--- config.mk ---
export PLATFORM = sky130hd
export DESIGN_NAME = muldiv_unit_flat
export DESIGN_NICKNAME = d
export VERILOG_FILES = /design/src/rtl/muldiv_unit_pkg.sv /design/src/rtl/muldiv_unit_if.sv /design/src/rtl/muldiv_unit_step.sv /design/src/rtl/muldiv_unit.sv /design/src/flat_wrapper.sv
export SDC_FILE = /design/constraint.sdc
export NUM_CORES = 1
export LEC_CHECK = 0
export ABC_AREA = 1
export CELL_PAD_IN_SITES_DETAIL_PLACEMENT = 0
export CELL_PAD_IN_SITES_GLOBAL_PLACEMENT = 1
export CORE_MARGIN = 2
export CORE_UTILIZATION = 43
export CTS_CLUSTER_DIAMETER = 120
export DETAILED_ROUTE_END_ITERATION = 10
export PLACE_DENSITY = 0.95
export SETUP_SLACK_MARGIN = 0.5
export SYNTH_ARGS = -nofsm -noshare
export SYNTH_HDL_FRONTEND = slang
export SYNTH_SLANG_ARGS = --single-unit
--- constraint.sdc ---
create_clock -name CLK -period 5.3 [get_ports CLK]
set_clock_uncertainty 0.1 [all_clocks]
set_input_delay 1.06 -clock CLK [delete_from_list [all_inputs] [get_ports CLK]]
set_output_delay 1.06 -clock CLK [all_outputs]
set_load 0.03 [all_outputs]
--- src/rtl/muldiv_unit_pkg.sv ---
// ============================================================================
// Module      : muldiv_unit_pkg
// Description : Shared types and constants for the iterative multiply/divide
//               unit: operation encoding, word type, iteration count and
//               small operand helpers.
// Revision    : 1.0 - initial release
// ============================================================================
`default_nettype none

package muldiv_unit_pkg;

  // Iterations per operation; equals the word width.
  localparam int MD_STEPS = 32;

  typedef logic [31:0] word_t;

  typedef enum logic [1:0] {
    MD_MULT  = 2'd0,
    MD_MULTU = 2'd1,
    MD_DIV   = 2'd2,
    MD_DIVU  = 2'd3
  } muldiv_op_t;

  function automatic logic op_is_div(input muldiv_op_t op);
    return op[1];
  endfunction

  function automatic logic op_is_signed(input muldiv_op_t op);
    return ~op[0];
  endfunction

  // Magnitude of a two's-complement word when en is set, raw value otherwise.
  // 0x80000000 maps to itself, which is the correct unsigned magnitude.
  function automatic word_t abs_word(input word_t v, input logic en);
    return (en && v[31]) ? (~v + 32'd1) : v;
  endfunction

endpackage

`default_nettype wire

--- src/rtl/muldiv_unit_if.sv ---
// ============================================================================
// Module      : muldiv_unit_if
// Description : Execute-stage connection of the multiply/divide unit.
//               master : pipeline side (drives start/op/operands/flush/MTxx)
//               slave  : muldiv_unit side (drives stall/busy/done/hi/lo)
// Revision    : 1.0 - initial release
// ============================================================================
`default_nettype none

interface muldiv_unit_if;
  import muldiv_unit_pkg::*;

  logic       start;   // decoded mul/div in execute, qualified by ihit
  muldiv_op_t op;      // operation selector
  word_t      srcA;    // forwarded rs value
  word_t      srcB;    // forwarded rt value
  logic       flush;   // execute-stage flush
  logic       hi_wen;  // MTHI strobe
  logic       lo_wen;  // MTLO strobe
  word_t      wdat;    // MTHI/MTLO data
  logic       stall;   // freeze PC and pipeline latches
  logic       busy;    // FSM not idle
  logic       done;    // one-cycle pulse, HI/LO just updated
  word_t      hi;      // architectural HI
  word_t      lo;      // architectural LO

  modport master (
    output start, op, srcA, srcB, flush, hi_wen, lo_wen, wdat,
    input  stall, busy, done, hi, lo
  );

  modport slave (
    input  start, op, srcA, srcB, flush, hi_wen, lo_wen, wdat,
    output stall, busy, done, hi, lo
  );

endinterface

`default_nettype wire

--- src/rtl/muldiv_unit_step.sv ---
// ============================================================================
// Module      : muldiv_step
// Description : One combinational iteration of the multiply/divide datapath.
//               Multiply : {upper, multiplier} shift-add step.
//               Divide   : {rem, quo} restoring-divide step.
// Ports       : i_is_div  - 1 selects the divide step
//               i_acc     - current 64-bit accumulator
//               i_operand - multiplicand (mult) or divisor (div)
//               o_acc     - accumulator after this step
// Revision    : 1.0 - initial release
// ============================================================================
`default_nettype none

module muldiv_step (
  input  wire logic        i_is_div,
  input  wire logic [63:0] i_acc,
  input  wire logic [31:0] i_operand,
  output logic      [63:0] o_acc
);

  logic [32:0] w_sum;
  logic [33:0] w_diff;
  logic [63:0] w_shl;

  always_comb begin
    // Multiply: 33-bit sum keeps the carry, which enters bit 63 on the shift.
    w_sum = i_acc[0] ? ({1'b0, i_acc[63:32]} + {1'b0, i_operand})
                     : {1'b0, i_acc[63:32]};
    // Divide: after the left shift the partial remainder can reach 33 bits
    // (divisor above 2^31), so the trial subtract uses acc[63:31] directly.
    w_shl  = {i_acc[62:0], 1'b0};
    w_diff = {1'b0, i_acc[63:31]} - {2'b00, i_operand};

    if (!i_is_div) begin
      o_acc = {w_sum, i_acc[31:1]};
    end else if (!w_diff[33]) begin
      // Difference is below the divisor, so it fits 32 bits.
      o_acc = {w_diff[31:0], w_shl[31:1], 1'b1};
    end else begin
      o_acc = w_shl;
    end
  end

endmodule

`default_nettype wire

--- src/rtl/muldiv_unit.sv ---
// ============================================================================
// Module      : muldiv_unit
// Description : Iterative MULT/MULTU/DIV/DIVU unit owning HI/LO. Runs
//               MD_STEPS iterations of muldiv_step, applies sign fixup,
//               commits HI/LO and holds the pipeline via stall.
// Ports       : CLK, RST - clock, synchronous active-high reset
//               bus       - muldiv_unit_if.slave (start/op/srcA/srcB/flush,
//                           hi_wen/lo_wen/wdat in; stall/busy/done/hi/lo out)
// Revision    : 1.0 - initial release
// ============================================================================
`default_nettype none

module muldiv_unit #(
  parameter int MD_STEPS = muldiv_unit_pkg::MD_STEPS
) (
  input  wire logic     CLK,
  input  wire logic     RST,
  muldiv_unit_if.slave  bus
);
  import muldiv_unit_pkg::*;

  typedef enum logic [1:0] {
    S_IDLE  = 2'd0,
    S_CALC  = 2'd1,
    S_FIXUP = 2'd2,
    S_DONE  = 2'd3
  } state_t;

  state_t      r_state;
  state_t      w_next;
  muldiv_op_t  r_op;
  logic [63:0] r_acc;
  word_t       r_opnd;
  logic        r_sign_a;
  logic        r_sign_b;
  logic        r_divz;
  logic [4:0]  r_count;
  word_t       r_hi;
  word_t       r_lo;
  logic        r_busy;
  logic        r_done;

  logic        w_go;
  logic        w_last;
  logic        w_signed;
  logic        w_neg_prod;
  logic        w_neg_quo;
  logic        w_neg_rem;
  logic [63:0] w_step_acc;
  logic [63:0] w_fix_acc;
  word_t       w_abs_a;
  word_t       w_abs_b;

  assign w_go    = (r_state == S_IDLE) && bus.start && !bus.flush;
  assign w_last  = (r_count == 5'(MD_STEPS - 1));
  assign w_abs_a = abs_word(bus.srcA, op_is_signed(bus.op));
  assign w_abs_b = abs_word(bus.srcB, op_is_signed(bus.op));

  // ---------------- FSM ----------------
  always_ff @(posedge CLK) begin
    if (RST) r_state <= S_IDLE;
    else     r_state <= w_next;
  end

  always_comb begin
    w_next = r_state;
    case (r_state)
      S_IDLE:  if (w_go) w_next = S_CALC;
      S_CALC:  if (bus.flush) w_next = S_IDLE;
               else if (w_last) w_next = S_FIXUP;
      S_FIXUP: w_next = bus.flush ? S_IDLE : S_DONE;
      // DONE always returns to IDLE; a start re-presented here is the same
      // stalled instruction and must not launch a second operation.
      S_DONE:  w_next = S_IDLE;
      default: w_next = S_IDLE;
    endcase
  end

  // ---------------- Datapath ----------------
  muldiv_step u_step (
    .i_is_div  (op_is_div(r_op)),
    .i_acc     (r_acc),
    .i_operand (r_opnd),
    .o_acc     (w_step_acc)
  );

  // Divide by zero leaves quo = all ones; skipping its negation keeps
  // lo = 0xFFFFFFFF, and negating rem = |A| by signA restores srcA as given.
  always_comb begin
    w_signed   = op_is_signed(r_op);
    w_neg_prod = w_signed && (r_sign_a ^ r_sign_b);
    w_neg_quo  = w_neg_prod && !r_divz;
    w_neg_rem  = w_signed && r_sign_a;
    if (op_is_div(r_op)) begin
      w_fix_acc[63:32] = w_neg_rem ? (~r_acc[63:32] + 32'd1) : r_acc[63:32];
      w_fix_acc[31:0]  = w_neg_quo ? (~r_acc[31:0]  + 32'd1) : r_acc[31:0];
    end else begin
      w_fix_acc = w_neg_prod ? (~r_acc + 64'd1) : r_acc;
    end
  end

  always_ff @(posedge CLK) begin
    if (RST) begin
      r_op     <= MD_MULT;
      r_acc    <= 64'd0;
      r_opnd   <= 32'd0;
      r_sign_a <= 1'b0;
      r_sign_b <= 1'b0;
      r_divz   <= 1'b0;
      r_count  <= 5'd0;
    end else begin
      case (r_state)
        S_IDLE: if (w_go) begin
          // Both classes start from {0, |A|}: upper/multiplier or rem/quo.
          r_op     <= bus.op;
          r_acc    <= {32'd0, w_abs_a};
          r_opnd   <= w_abs_b;
          r_sign_a <= bus.srcA[31];
          r_sign_b <= bus.srcB[31];
          r_divz   <= (bus.srcB == 32'd0);
          r_count  <= 5'd0;
        end
        S_CALC: if (!bus.flush) begin
          r_acc <= w_step_acc;
          if (!w_last) r_count <= r_count + 5'd1;
        end
        S_FIXUP: if (!bus.flush) r_acc <= w_fix_acc;
        default: ;
      endcase
    end
  end

  // ---------------- HI/LO and status ----------------
  // Product and {rem, quo} share the layout hi = acc[63:32], lo = acc[31:0].
  always_ff @(posedge CLK) begin
    if (RST) begin
      r_hi   <= 32'd0;
      r_lo   <= 32'd0;
      r_busy <= 1'b0;
      r_done <= 1'b0;
    end else begin
      r_busy <= (w_next != S_IDLE);
      r_done <= (r_state == S_DONE);
      if (r_state == S_DONE) begin
        r_hi <= r_acc[63:32];
        r_lo <= r_acc[31:0];
      end else if (r_state == S_IDLE) begin
        if (bus.hi_wen) r_hi <= bus.wdat;
        if (bus.lo_wen) r_lo <= bus.wdat;
      end
    end
  end

  assign bus.stall = w_go || (r_state == S_CALC) || (r_state == S_FIXUP);
  assign bus.busy  = r_busy;
  assign bus.done  = r_done;
  assign bus.hi    = r_hi;
  assign bus.lo    = r_lo;

endmodule

`default_nettype wire

--- src/flat_wrapper.sv ---
// flat-port wrapper written by rule: the top's interface ports become plain ports
module muldiv_unit_flat import muldiv_unit_pkg::*;
#(
  parameter int MD_STEPS = muldiv_unit_pkg::MD_STEPS
)
  (CLK, RST, bus_start, bus_op, bus_srcA, bus_srcB, bus_flush, bus_hi_wen, bus_lo_wen, bus_wdat, bus_stall, bus_busy, bus_done, bus_hi, bus_lo);
  muldiv_unit_if bus_i ();
  input  wire logic CLK;
  input  wire logic RST;
  input wire logic [$bits(bus_i.start)-1:0] bus_start;
  input wire logic [$bits(bus_i.op)-1:0] bus_op;
  input wire logic [$bits(bus_i.srcA)-1:0] bus_srcA;
  input wire logic [$bits(bus_i.srcB)-1:0] bus_srcB;
  input wire logic [$bits(bus_i.flush)-1:0] bus_flush;
  input wire logic [$bits(bus_i.hi_wen)-1:0] bus_hi_wen;
  input wire logic [$bits(bus_i.lo_wen)-1:0] bus_lo_wen;
  input wire logic [$bits(bus_i.wdat)-1:0] bus_wdat;
  output wire logic [$bits(bus_i.stall)-1:0] bus_stall;
  output wire logic [$bits(bus_i.busy)-1:0] bus_busy;
  output wire logic [$bits(bus_i.done)-1:0] bus_done;
  output wire logic [$bits(bus_i.hi)-1:0] bus_hi;
  output wire logic [$bits(bus_i.lo)-1:0] bus_lo;
  assign bus_i.start = bus_start;
  assign bus_i.op = bus_op;
  assign bus_i.srcA = bus_srcA;
  assign bus_i.srcB = bus_srcB;
  assign bus_i.flush = bus_flush;
  assign bus_i.hi_wen = bus_hi_wen;
  assign bus_i.lo_wen = bus_lo_wen;
  assign bus_i.wdat = bus_wdat;
  assign bus_stall = bus_i.stall;
  assign bus_busy = bus_i.busy;
  assign bus_done = bus_i.done;
  assign bus_hi = bus_i.hi;
  assign bus_lo = bus_i.lo;
  muldiv_unit #(.MD_STEPS(MD_STEPS)) u_core (.CLK(CLK), .RST(RST), .bus(bus_i));
endmodule
Word-level counts from Yosys, hierarchy flattened
Cells that the tools add are included.

storage, ports and cells
  register bits after elaboration = 174
  latch bits = 0
  bits in writable memories = 0
  bits in read-only memories = 0
  input port bits = 104
  output and inout port bits = 67
  word-level logic and storage cells = 93
  memories = 0

operators by class
  add/subtract/negate cells = 8
  multipliers = 0
  div/mod/pow operators = 0
  order comparisons = 0
  eq/ne operators = 11
  shift operators = 0
  muxes and demuxes = 28
  bitwise gates (word level) = 8
  reduce and logical (&&, ||, !) cells = 25

operators by type and width
  operator                 count
  $mux W64                 7
  $mux W32                 10
  $pmux W64 S3             1
  $add A32 B1 Y32 const B  4
  $not A32 Y32             4
  $add A64 B1 Y64 const B  1
  $not A64 Y64             1
  $sub A33 B32 Y34         1
  $add A32 B32 Y33         1
  $mux W33                 1
  $logic_not A32 Y1        1
  $mux W5                  3
  $reduce_and A6 Y1        2
  $pmux W5 S2              1
  $reduce_bool A2 Y1       5
  $mux W2                  4
  $pmux W2 S4              1
  $logic_and A1 B1 Y1      7
  $ne A2 B2 Y1 const B     3
  $ne A3 B3 Y1 const B     2
  $reduce_and A2 Y1        3
  $add A5 B1 Y5 const B    1
  $eq A5 B5 Y1 const B     1
  $eq A2 B2 Y1 const B     2
  10 further kinds         13

Longest topological paths before layout
Gate-level depths: netlist of the first run.

  depth in word-level cells = 7
  gate-level depth with buffers = 20
  depth with buffers taken out = 19

Modules after synthesis
Synthesis of the first run repeated with hierarchy kept, for this count alone.

unflattened totals
  cells, all modules = 3316
  area total of the unflattened synthesis = 18312.6 µm²

modules (own cells, without submodules)
  module       instances  cells an instance  area an instance (µm²)
  muldiv_unit  1          1933               11791.3
  muldiv_step  1          1383               6521.3

Worst setup path after synthesis of the first run
OpenSTA, ideal clock, no wires.

  path kind = input -> output
  from = input port bus_flush
  to = output port bus_stall
  data arrival time = 1.710 ns
  slack = 2.430 ns
  stages on the path = 4
  buffers on the path = 1
  cells stage by stage = inv_2 -> nand3_2 -> clkbuf_1 -> nand3_1

on the way
  longest elaborated chain between the ends = 4

RTL lines
  element                          RTL line            source
  start, declared                  flat_wrapper.sv:14  input wire logic [$bits(bus_i.flush)-1:0] bus_flush;
  $logic_not A1 Y1                 muldiv_unit.sv:54   assign w_go = (r_state == S_IDLE) && bus.start && !bus.flush;
  $logic_and A1 B1 Y1              muldiv_unit.sv:54
  $logic_or A1 B1 Y1 (2 in a row)  muldiv_unit.sv:154  assign bus.stall = w_go || (r_state == S_CALC) || (r_state == S_FIXUP);
  end, declared                    flat_wrapper.sv:18  output wire logic [$bits(bus_i.stall)-1:0] bus_stall;

No other way between the ends.

Worst setup path after layout of the first run
  from = register u_core.r_state[0]
  to = output port bus_stall

on the way
  longest elaborated chain between the ends = 5
  elaborated cells between the ends (all ways) = 7

RTL lines
  element                           RTL line            source
  start, declared                   muldiv_unit.sv:29   state_t r_state;
  start signal, assigned            muldiv_unit.sv:62   else r_state <= w_next;
  $logic_not A2 Y1                  muldiv_unit.sv:54
  $logic_and A1 B1 Y1 (2 in a row)  muldiv_unit.sv:54
  $logic_or A1 B1 Y1                muldiv_unit.sv:154
  $logic_or A1 B1 Y1 (*)            muldiv_unit.sv:154

Every way passes the cells marked *; elsewhere a longest branch is shown, timed or not.

==> results of run 1 <==
through the flow:
| stage | setup WS, ps | cell area (sq um) | hold WS, ps |
|---|---|---|---|
| 2_1_floorplan | 2430 | 17200 | 337 |
| 3_3_place_gp | 1480 | 19300 | 365 |
| 3_5_place_dp | 1500 | 19300 | 380 |
| 4_1_cts | 1530 | 20000 | 392 |
| 5_1_grt | 1370 | 20000 | 435 |
| 6_report | 1480 | 20000 | 393 |
power breakdown:
| part | total, mW | switching, mW | internal (mW) |
|---|---|---|---|
| registers | 1.66 | 0.216 | 1.44 |
| clock network | 1.40 | 0.644 | 0.755 |
| logic | 1.96 | 1.34 | 0.623 |
| total | 5.02 | 2.20 | 2.82 |
metal layers:
layer | vias up | track usage | routed length, um
li1 | 10200 | - | -
met2 | 1076 | 0.538 | 32300
met3 | 138 | 0.0512 | 7020
met5 | - | 0 | 0
met1 | 9758 | 0.533 | 35000
met4 | 0 | 0.107 | 2020
logic make-up after synthesis:
| logic type | Yosys count | share of synthesized area |
|---|---|---|
| buffers and inverters | 546 | 0.121 |
| and+or+nand+nor | 1548 | 0.378 |
| adders and majority gates | 76 | 0.0560 |
| DFF | 174 | 0.202 |
| AOI/OAI and AO/OA | 653 | 0.206 |
| xor gates and xnor gates | 72 | 0.0366 |
tightest hold or removal path, cell delays in order (launching register included):
cell,delay (ps)
dfxtp_1,330
inv_1,70
a21oi_1,60
area by class of cell:
| cell class | count | area (sq um) |
|---|---|---|
| Clock buffer | 19 | 433 |
| Clock inverter | 13 | 175 |
| Fill cell | 4319 | 19700 |
| Inverter | 423 | 1590 |
| Multi-Input combinational cell | 2349 | 11700 |
| Sequential cell | 174 | 3490 |
| Tap cell | 525 | 657 |
| Timing Repair Buffer | 204 | 1950 |
worst max path at each step:
| stage | start | endpoint | slack, ps | depth (start not counted) |
|---|---|---|---|---|
| finish | u_core.r_state[0]$_SDFF_PP0_ | bus_stall | 1480 | 4 |
| global route | u_core.r_state[1]$_SDFF_PP0_ | u_core.r_acc[20]$_SDFFE_PP0P_ | 1370 | 12 |
| CTS | u_core.r_state[0]$_SDFF_PP0_ | bus_stall | 1530 | 4 |
| detailed placement | bus_op[0] | u_core.r_opnd[23]$_SDFFE_PP0P_ | 1500 | 8 |
| global placement | bus_srcB[3] | u_core.r_opnd[23]$_SDFFE_PP0P_ | 1480 | 14 |
| floorplan | bus_flush | bus_stall | 2430 | 4 |
cell usage after synthesis (14+ instances only):
| library cell | instances | share of area |
|---|---|---|
| inv_1 | 406 | 0.088 |
| nand2_1 | 914 | 0.20 |
| nand4_1 | 34 | 0.012 |
| a21oi_1 | 271 | 0.079 |
| xnor2_1 | 16 | 0.0081 |
| a31oi_1 | 76 | 0.028 |
| ha_1 | 74 | 0.054 |
| xor2_1 | 56 | 0.028 |
| nor2_1 | 270 | 0.059 |
| clkbuf_1 | 98 | 0.021 |
| nand3_1 | 208 | 0.060 |
| nand3b_1 | 18 | 0.0078 |
| nor3_1 | 48 | 0.014 |
| o21ai_0 | 231 | 0.067 |
| o211ai_1 | 14 | 0.0061 |
| dfxtp_1 | 174 | 0.20 |
| o21ai_1 | 14 | 0.0041 |
registers in the layout (all words and copies together), names as in the netlist:
| register | count |
|---|---|
| u_core.r_acc | 64 |
| u_core.bus.busy | 1 |
| u_core.bus.lo | 32 |
| u_core.r_opnd | 32 |
| u_core.r_sign_a | 1 |
| u_core.bus.done | 1 |
| u_core.r_divz | 1 |
| u_core.r_count | 5 |
| u_core.r_op | 2 |
| u_core.bus.hi | 32 |
| u_core.r_state | 2 |
| u_core.r_sign_b | 1 |
==> results.md, run 1 <==
- Hold path depth: 2
- Hold Path Sink: u_core.r_sign_a$_SDFFE_PP0P_
- Worst-Skew Late Latency: ~490 ps
- Clock Tree Buf Depth: 2
- Reg-to-reg slack, setup: between 1500 and 2000 ps
- CP max-delay cell: ha_1
- Max rail drop VDD: 230 uV
- Ant. Diodes: 0
- Crit-path leading delay family: buffers and inverters
- Port buffer count: 170
- Fmax: 0.262 GHz
- Hold Startpoint: u_core.r_sign_a$_SDFFE_PP0P_
- Top_reg_cell synth: dfxtp_1
- Seq cells post-synth: 174
- Residual DRC count: 0
- Pleak: 9.44 nW
- CTS Hold Bufs: 0
- Max Slew Vio Count: 0
- Power Total: 5.02 mW
- HPWL after DPL: 60,600 um
- FFs w/ async S/R, synth: 0
- Synthesized area per cell: 5.62 sq um
- Pwr/cell area: ~250 mW/mm^2
- Crit path cell chain: ha_1 > clkinv_1 > nand3_1 > clkdlybuf4s50_1
- Non-Filler Instances: 3,707
- Syn_nets: ~3,200
- # Post-CTS Setup Buffers: 0
- Std-Cell Core Area: 0.0396 sq mm
- Die height: 204 um
- WP data arrival: 2660 ps
- TritonRoute pass-1 iters: 6
- Critical Path Sink Type: output pin
- GRT Util Overall: 0.361
- Netlist cell types: 53
- Top-Level Pins: 171
- Layout area overhead: 15.8%
- Final #Nets: 3,349
- WL per Instance: around 21 um
- Commonest non-fill, non-tap cell in the layout: nand2_1
- Crit path largest cell delay: 740 ps
- TritonCTS clock tree: done
- Post-synthesis cell area: 0.0172 sq mm
- First-pass GRT wire length: 115,000 um
- Startpoint Class: flop
- Post-route antenna net violation count: 0
- Crit-path max FO: 13
- Number of gates resized after cts: 0
- Status: finished clean
- Final Critical Period: ~3800 ps
- Slew HR: 0.256
- CP bufs+invs: 2
- HP Class: flop to flop
- Util after Layout: 0.503
- RSZ-0062 raised after global routing: no
- Worst-Margin Slew: 1110 ps
- Most frequent cells in the layout: nand2_1, inv_1, a21oi_1
- Post-Syn Instances: 3,069
- Worst r2r src: u_core.r_state[1]$_SDFF_PP0_
- Initial antenna violation count: 2
- Reg-to-reg endpoint: u_core.r_acc[20]$_SDFFE_PP0P_
- Layout cells sized above 1: 0.0418
- FF-to-FF path depth: 12
- Share of synthesized area occupied by flip-flops and latches: 0.202
- Die width: between 200 and 250 um
- Detailed Route WL: approximately 76,000 um
- Max_cap viols: 0
- Total Negative Setup Slacks: 0 ps
- Clock transition at the registers of the reported paths: around 80 ps
- Row cnt: 73
- Vias: 21,100
- Routability Congestion: 1.01
- Initial Util: 0.435
- Final setup vio count: 0
- Final Hold Viols: 0
- Placed Cells: 3,675
- Vias per cell: 5.70
- WP data required: 4140 ps
- Number of flops mapped to enable cells by yosys: 0
- Final period util: 0.721
- Total overflow reported by the global router: 0
- Total CTS buffers: 17
- Setup Crit Path Kind: flop to output pin
- H-tree depth: 4
- Die area: 0.0417 sq mm
- Root buf cell: clkbuf_16
- Yosys warns: 0
- Clock sink count: ~170
- Pin count of the biggest net entering global routing: 88
- Vias in the first global route: 19,500
- Drt initial violations: 2,657
(Power assumes the default switching activity.)
==> run 2, diff against run 1 <==
--- a/config.mk
+++ b/config.mk
@@ -9,10 +9,10 @@
 export CELL_PAD_IN_SITES_DETAIL_PLACEMENT = 0
 export CELL_PAD_IN_SITES_GLOBAL_PLACEMENT = 1
 export CORE_MARGIN = 2
-export CORE_UTILIZATION = 43
+export CORE_UTILIZATION = 40
 export CTS_CLUSTER_DIAMETER = 120
 export DETAILED_ROUTE_END_ITERATION = 10
-export PLACE_DENSITY = 0.95
+export PLACE_DENSITY = 0.92
 export SETUP_SLACK_MARGIN = 0.5
 export SYNTH_ARGS = -nofsm -noshare
 export SYNTH_HDL_FRONTEND = slang
==> constraint.sdc (replaced) <==
create_clock -name CLK -period 3.9 [get_ports CLK]
set_clock_uncertainty 0.1 [all_clocks]
set_input_delay 0.78 -clock CLK [delete_from_list [all_inputs] [get_ports CLK]]
set_output_delay 0.78 -clock CLK [all_outputs]
set_load 0.03 [all_outputs]
==> run 2 against run 1 <==
Compared with the run above: die area rose by 7.3%; sequential cell count unchanged; clock-buffer cell count grew 1; critical endpoint is now u_core.r_acc[37]$_SDFFE_PP0P_; largest cell class unchanged.
==> results.md, run 2 (synthesis gave the netlist of run 1 again) <==
- Final #Nets: 3,382
- Most frequent cells in the layout: nand2_1, inv_1, a21oi_1
- Pleak: 9.58 nW
- Clock sink count: between 150 and 200
- Max rail drop VDD: 260 uV
- TritonCTS clock tree: done
- Worst-Margin Slew: 1100 ps
- Layout area overhead: 17.2%
- Number of gates resized after cts: 0
- Row cnt: between 70 and 80
- Worst-Skew Late Latency: about 500 ps
- Residual DRC count: 0
- Startpoint Class: flop
- Root buf cell: clkbuf_16
- Final period util: 0.812
- Clock transition at the registers of the reported paths: 80 ps
- CP max-delay cell: dfxtp_1
- Vias in the first global route: 19,300
- Layout cells sized above 1: 0.0519
- Vias per cell: approximately 5.6
- Top reg by flops: u_core.r_acc
- H-tree depth: 4
- Commonest non-fill, non-tap cell in the layout: nand2_1
- Top-Level Pins: 171
- Crit path top cell by count: nand2_1
- Slew HR: 0.263
- Crit path cell chain: inv_1 > ha_1 > nand2_1 > inv_1 > nand3_2 > nor4_4 > nand2_2 > nand2_4 > nand2_2 > buf_4 > o211ai_1 > nand2_1 > nand2_1 > a21oi_1
- Routability Congestion: 1.00
- Total overflow reported by the global router: 0
- RSZ-0062 raised after global routing: no
- Fmax: 0.316 GHz
- Die area: 0.0448 sq mm
- Pin count of the biggest net entering global routing: 65
- Detailed Route WL: roughly 77,000 um
- GRT Util Overall: 0.337
- CTS Hold Bufs: 0
- Port buffer count: 170
- Vias: approximately 21,000
- Clock Tree Buf Depth: 2
- Initial antenna violation count: 1
- Setup Crit Path Kind: flop to flop
- Drt initial violations: between 2,000 and 3,000
- Critical Path Sink Type: flop
- Initial Util: 0.403
- Total CTS buffers: 17
- Total Negative Setup Slacks: 0 ps
- Die width: 212 um
- # Post-CTS Setup Buffers: 0
- Crit path largest cell delay: 550 ps
- Pwr/cell area: 330 mW/mm^2
- Power Total: 6.67 mW
- WP data required: about 4100 ps
- Final Critical Period: 3170 ps
- Die height: 212 um
- Std-Cell Core Area: 0.0428 sq mm
- WP data arrival: 3400 ps
- Post-route antenna net violation count: 0
- Largest register FFs: 64
- Worst hold slack: 386 ps
- Final setup vio count: 0
- HPWL after DPL: approximately 60,000 um
- WL per Instance: 20.3 um
- TritonRoute pass-1 iters: 8
- Status: finished clean
- Max Slew Vio Count: 0
- Max_cap viols: 0
- Number of fill cells in the layout: roughly 4,700
- Final Hold Viols: 0
- Crit-path max FO: 14
- HP Class: flop to flop
- First-pass GRT wire length: 115,000 um
- Ant. Diodes: 0
run 2: cell types whose count changed in the layout (fill, tap and decap cells not counted):
cell             change
inv_8                -1
inv_6                -2
clkbuf_8             +1
clkinv_2             -1
clkinv_4             +2
buf_12               +2
buf_4               +32
bufinv_16            -3
clkinvlp_4           +3
clkinv_8             +1
clkdlybuf4s50_1      -1
run 2: cell type report:
cell class	count	area [sq um]	area share
Multi-Input combinational cell	2349	11700	0.577
Sequential cell	174	3490	0.173
Timing Repair Buffer	237	2220	0.110
Inverter	423	1590	0.0787
Tap cell	546	683	0.0338
Clock buffer	20	447	0.0221
Clock inverter	12	108	0.00533
run 2: worst paths after layout:
path | start | to | slack, ps | cells after the start
max | u_core.r_opnd[29]$_SDFFE_PP0P_ | u_core.r_acc[37]$_SDFFE_PP0P_ | 730 | 14
min | u_core.r_sign_b$_SDFFE_PP0P_ | u_core.r_sign_b$_SDFFE_PP0P_ | 390 | 2
max reg2reg | u_core.r_opnd[29]$_SDFFE_PP0P_ | u_core.r_acc[37]$_SDFFE_PP0P_ | 730 | 14
min reg2reg | u_core.r_sign_b$_SDFFE_PP0P_ | u_core.r_sign_b$_SDFFE_PP0P_ | 390 | 2
run 2: worst max-delay path, delay by kind of cell (launching register included):
| family | cells | cell delay (ps) |
|---|---|---|
| fa+ha+maj | 1 | 390 |
| compound gates | 2 | 230 |
| simple gates | 8 | 1250 |
| flops | 1 | 550 |
| buf+inv | 3 | 490 |
run 2: routing by layer:
layer,vias to the layer above,global-route usage,share of wire
met1,9755,0.484,0.45
met5,-,0,0
met2,1021,0.519,0.43
met4,0,0.107,0.029
met3,125,0.0464,0.093
li1,10200,-,-
run 2: per-stage QoR:
step	instance area, sq um	setup WS (ps)	util	cells
global route	20200	507	0.472	3761
CTS	20200	782	0.472	3761
detailed placement	19600	259	0.459	3729
finish	20200	732	0.472	3761
floorplan	17200	1210	-	3069
global placement	19600	270	0.459	3729
run 2: power breakdown:
group	switching (mW)	internal, mW	total, mW
Clock	0.884	0.850	1.73
Sequential	0.263	1.96	2.22
Combinational	1.84	0.869	2.71
==> RTL edit (flow settings as in run 2) <==
Re-encode `state_t` (4 states) as one-hot, 4 bits wide.
--- a/src/rtl/muldiv_unit.sv
+++ b/src/rtl/muldiv_unit.sv
@@ -19,11 +19,11 @@
 );
   import muldiv_unit_pkg::*;
 
-  typedef enum logic [1:0] {
-    S_IDLE  = 2'd0,
-    S_CALC  = 2'd1,
-    S_FIXUP = 2'd2,
-    S_DONE  = 2'd3
+  typedef enum logic [3:0] {
+    S_IDLE  = 4'b0001,
+    S_CALC  = 4'b0010,
+    S_FIXUP = 4'b0100,
+    S_DONE  = 4'b1000
   } state_t;
 
   state_t      r_state;
Behaviour: no difference found for any inputs over 4 cycles, from zero or initial values and one cycle with RST high; so few cycles prove little.
==> RTL edit against run 2 <==
  * Sequential power is 6% lower
  * Cell area is 1.2% higher
  * Sequential cell count is 2 higher
  * Synthesized area is 0.68% higher
  * Synthesized cell count is 1.7% higher
  * Power is 2.5% lower
  * Count of clock-buffer cells in the layout stayed put
  * Non-clock buffer count is 7 higher
  * Routed wire length is 0.16% higher
  * Worst setup slack worse by 0.074 ns
  * Die area is 0.66% higher
  * Critical endpoint is now u_core.r_acc[58]
  * Largest power group unchanged
==> RTL edit: results (changes against run 2) <==
.. list-table::
   :header-rows: 1

   * - Metric
     - Value
   * - Status
     - finished clean
   * - GR Layer Usage met2
     - 49.67% (-2.2 points)
   * - Number of nets in the layout
     - 3438 (+1.7%)
   * - Cell depth of the worst min-delay path
     - 2 (unchanged)
   * - Number of clock buffers inserted by TritonCTS
     - 17 (unchanged)
   * - Placed cell areas
     - 19870 um^2 (+1.1%)
   * - Vias
     - 21540 (+1.8%)
   * - Count of non-filler cells in the finished layout
     - 3860 (+2.6%)
   * - Final HPWL from detailed placement
     - 61310 um (about the same)
   * - Iteration count of the initial detailed-routing pass
     - 6 (-2)
   * - Number of instances in the placed design
     - 3828 (+2.7%)
   * - Maximum vdd drop
     - 0.2908 mV (+12%)
   * - Tot GR Track Use
     - 33.45% (-0.27 points)
   * - Dominant cells by area after synthesis
     - dfxtp_1 (20%), nand2_1 (19%), inv_1 (9.5%)
   * - Place WS
     - 0.6502 ns (+0.3916 ns)
   * - CP arrival
     - 3.53 ns (+0.13 ns)
   * - Gates resized, CTS repair
     - 0 (unchanged)
   * - Dominant synthesized flop cell
     - dfxtp_1
   * - Port buffer count
     - 170 (unchanged)
   * - Clock network latency to the later pin of the worst-skew pair
     - 0.47 ns (-0.03 ns)
   * - Highest net fanout along the worst path
     - 17 (+3)
   * - Number of flip-flops in the largest register
     - 64 (unchanged)
   * - Met3 Wirelength
     - 7583 um (+6.4%)
   * - Violation count after the first detailed-route iteration
     - 2427 (-5.0%)
   * - Proportion of layout cells with a drive suffix above 1
     - 4.033% (-1.2 points)
   * - Antenna violations before repair
     - 4 (+3)
   * - Synth Instances
     - 3122 (+1.7%)
   * - Share of synthesized area occupied by flip-flops and latches
     - 20.31% (+0.095 points)
   * - Met2 wirelength from detailed routing
     - 32500 um (-1.6%)
   * - Count of unique library cells instantiated by Yosys
     - 47 (-11%)
   * - Number of cells traversed by the worst register-to-register path
     - 15 (+1)
   * - Number of flops mapped to enable cells by yosys
     - 0 (unchanged)
   * - Leakage component of the power
     - 9.491 nW (-0.95%)
   * - Placer's final routability congestion estimate
     - 1.049 (+4.8%)
   * - Routed len/inst
     - 19.86 um (-2.4%)
   * - Commonest cells in the netlist
     - nand2_1 (885), inv_1 (438), nor2_1 (367)
   * - Number of filler cells placed in the layout
     - 4693 (-0.15%)
   * - Met1 routed wirelength after detailed routing
     - 34070 um (-0.19%)
   * - Maximum number of pins on one net before global-route repair
     - 71 (+9.2%)
   * - Clock-pin slew reported for the worst setup and hold paths after clock tree synthesis
     - 0.07 ns
   * - Syn nets
     - 3298 (+1.5%)
   * - Min-delay worst type
     - reg -> reg
   * - Worst relative slew slack
     - 29.47% (+3.2 points)
   * - Top routing layer in use
     - met5
   * - Vias in the first global route
     - 19300 (-0.24%)
   * - Met3 Use GR
     - 5.849% (+1.2 points)
   * - Most flop-heavy register
     - u_core.r_acc
   * - Global-route wire length before repair
     - 114600 um (-0.38%)
   * - GR met1 Demand/Resource
     - 48.16% (-0.27 points)
   * - Post CTS Setup Buffer Count
     - 0 (unchanged)
   * - Clock root cell
     - clkbuf_16
-- RTL edit: report_power, final --
| part | internal (mW) | switching (mW) |
|---|---|---|
| combinational | 0.853 | 1.79 |
| sequential | 1.92 | 0.161 |
| clock | 0.964 | 0.819 |
-- RTL edit: cell families after synthesis --
group / count (synthesis) / synth area share [%]
adders and majority gates: 72 / 5.278
DFF: 176 / 20.31
AOI/OAI and AO/OA: 638 / 20.21
buffers and inverters: 572 / 12.72
and+or+nand+nor: 1585 / 37.50
xor gates and xnor gates: 79 / 3.988
-- RTL edit: final cells by class --
cell class	instances	area [um^2]	area share (%)
clock inverters	10	126.4	0.6181
diodes	2	5.005	0.02448
multi-input cells	2374	11640	56.91
well taps	585	732.0	3.580
inverters	449	1685	8.243
repair buffers	244	2290	11.20
clock buffers	20	446.7	2.185
flip-flops and latches	176	3525	17.24
-- RTL edit: final timing paths --
| check | start | to | slack, ns |
|---|---|---|---|
| setup / recovery | u_core.r_opnd[15] | u_core.r_acc[58] | 0.66 |
| hold / removal | u_core.bus.lo[7] | u_core.bus.lo[7] | 0.37 |
| setup reg to reg | u_core.r_opnd[15] | u_core.r_acc[58] | 0.66 |
| hold reg to reg | u_core.bus.lo[7] | u_core.bus.lo[7] | 0.37 |
-- RTL edit: critical path, stage by stage (launching register included) --
cell and delay, ns:
dfxtp_1 0.48, inv_1 0.10, ha_1 0.38, nand2_1 0.15, nor2_1 0.28, inv_1 0.11
o21bai_1 0.22, inv_1 0.08, nand2_1 0.10, nand2_1 0.13, nand2_1 0.21, buf_4 0.29
nand3_1 0.17, nand2_1 0.11, nand3_1 0.07, a21oi_1 0.16
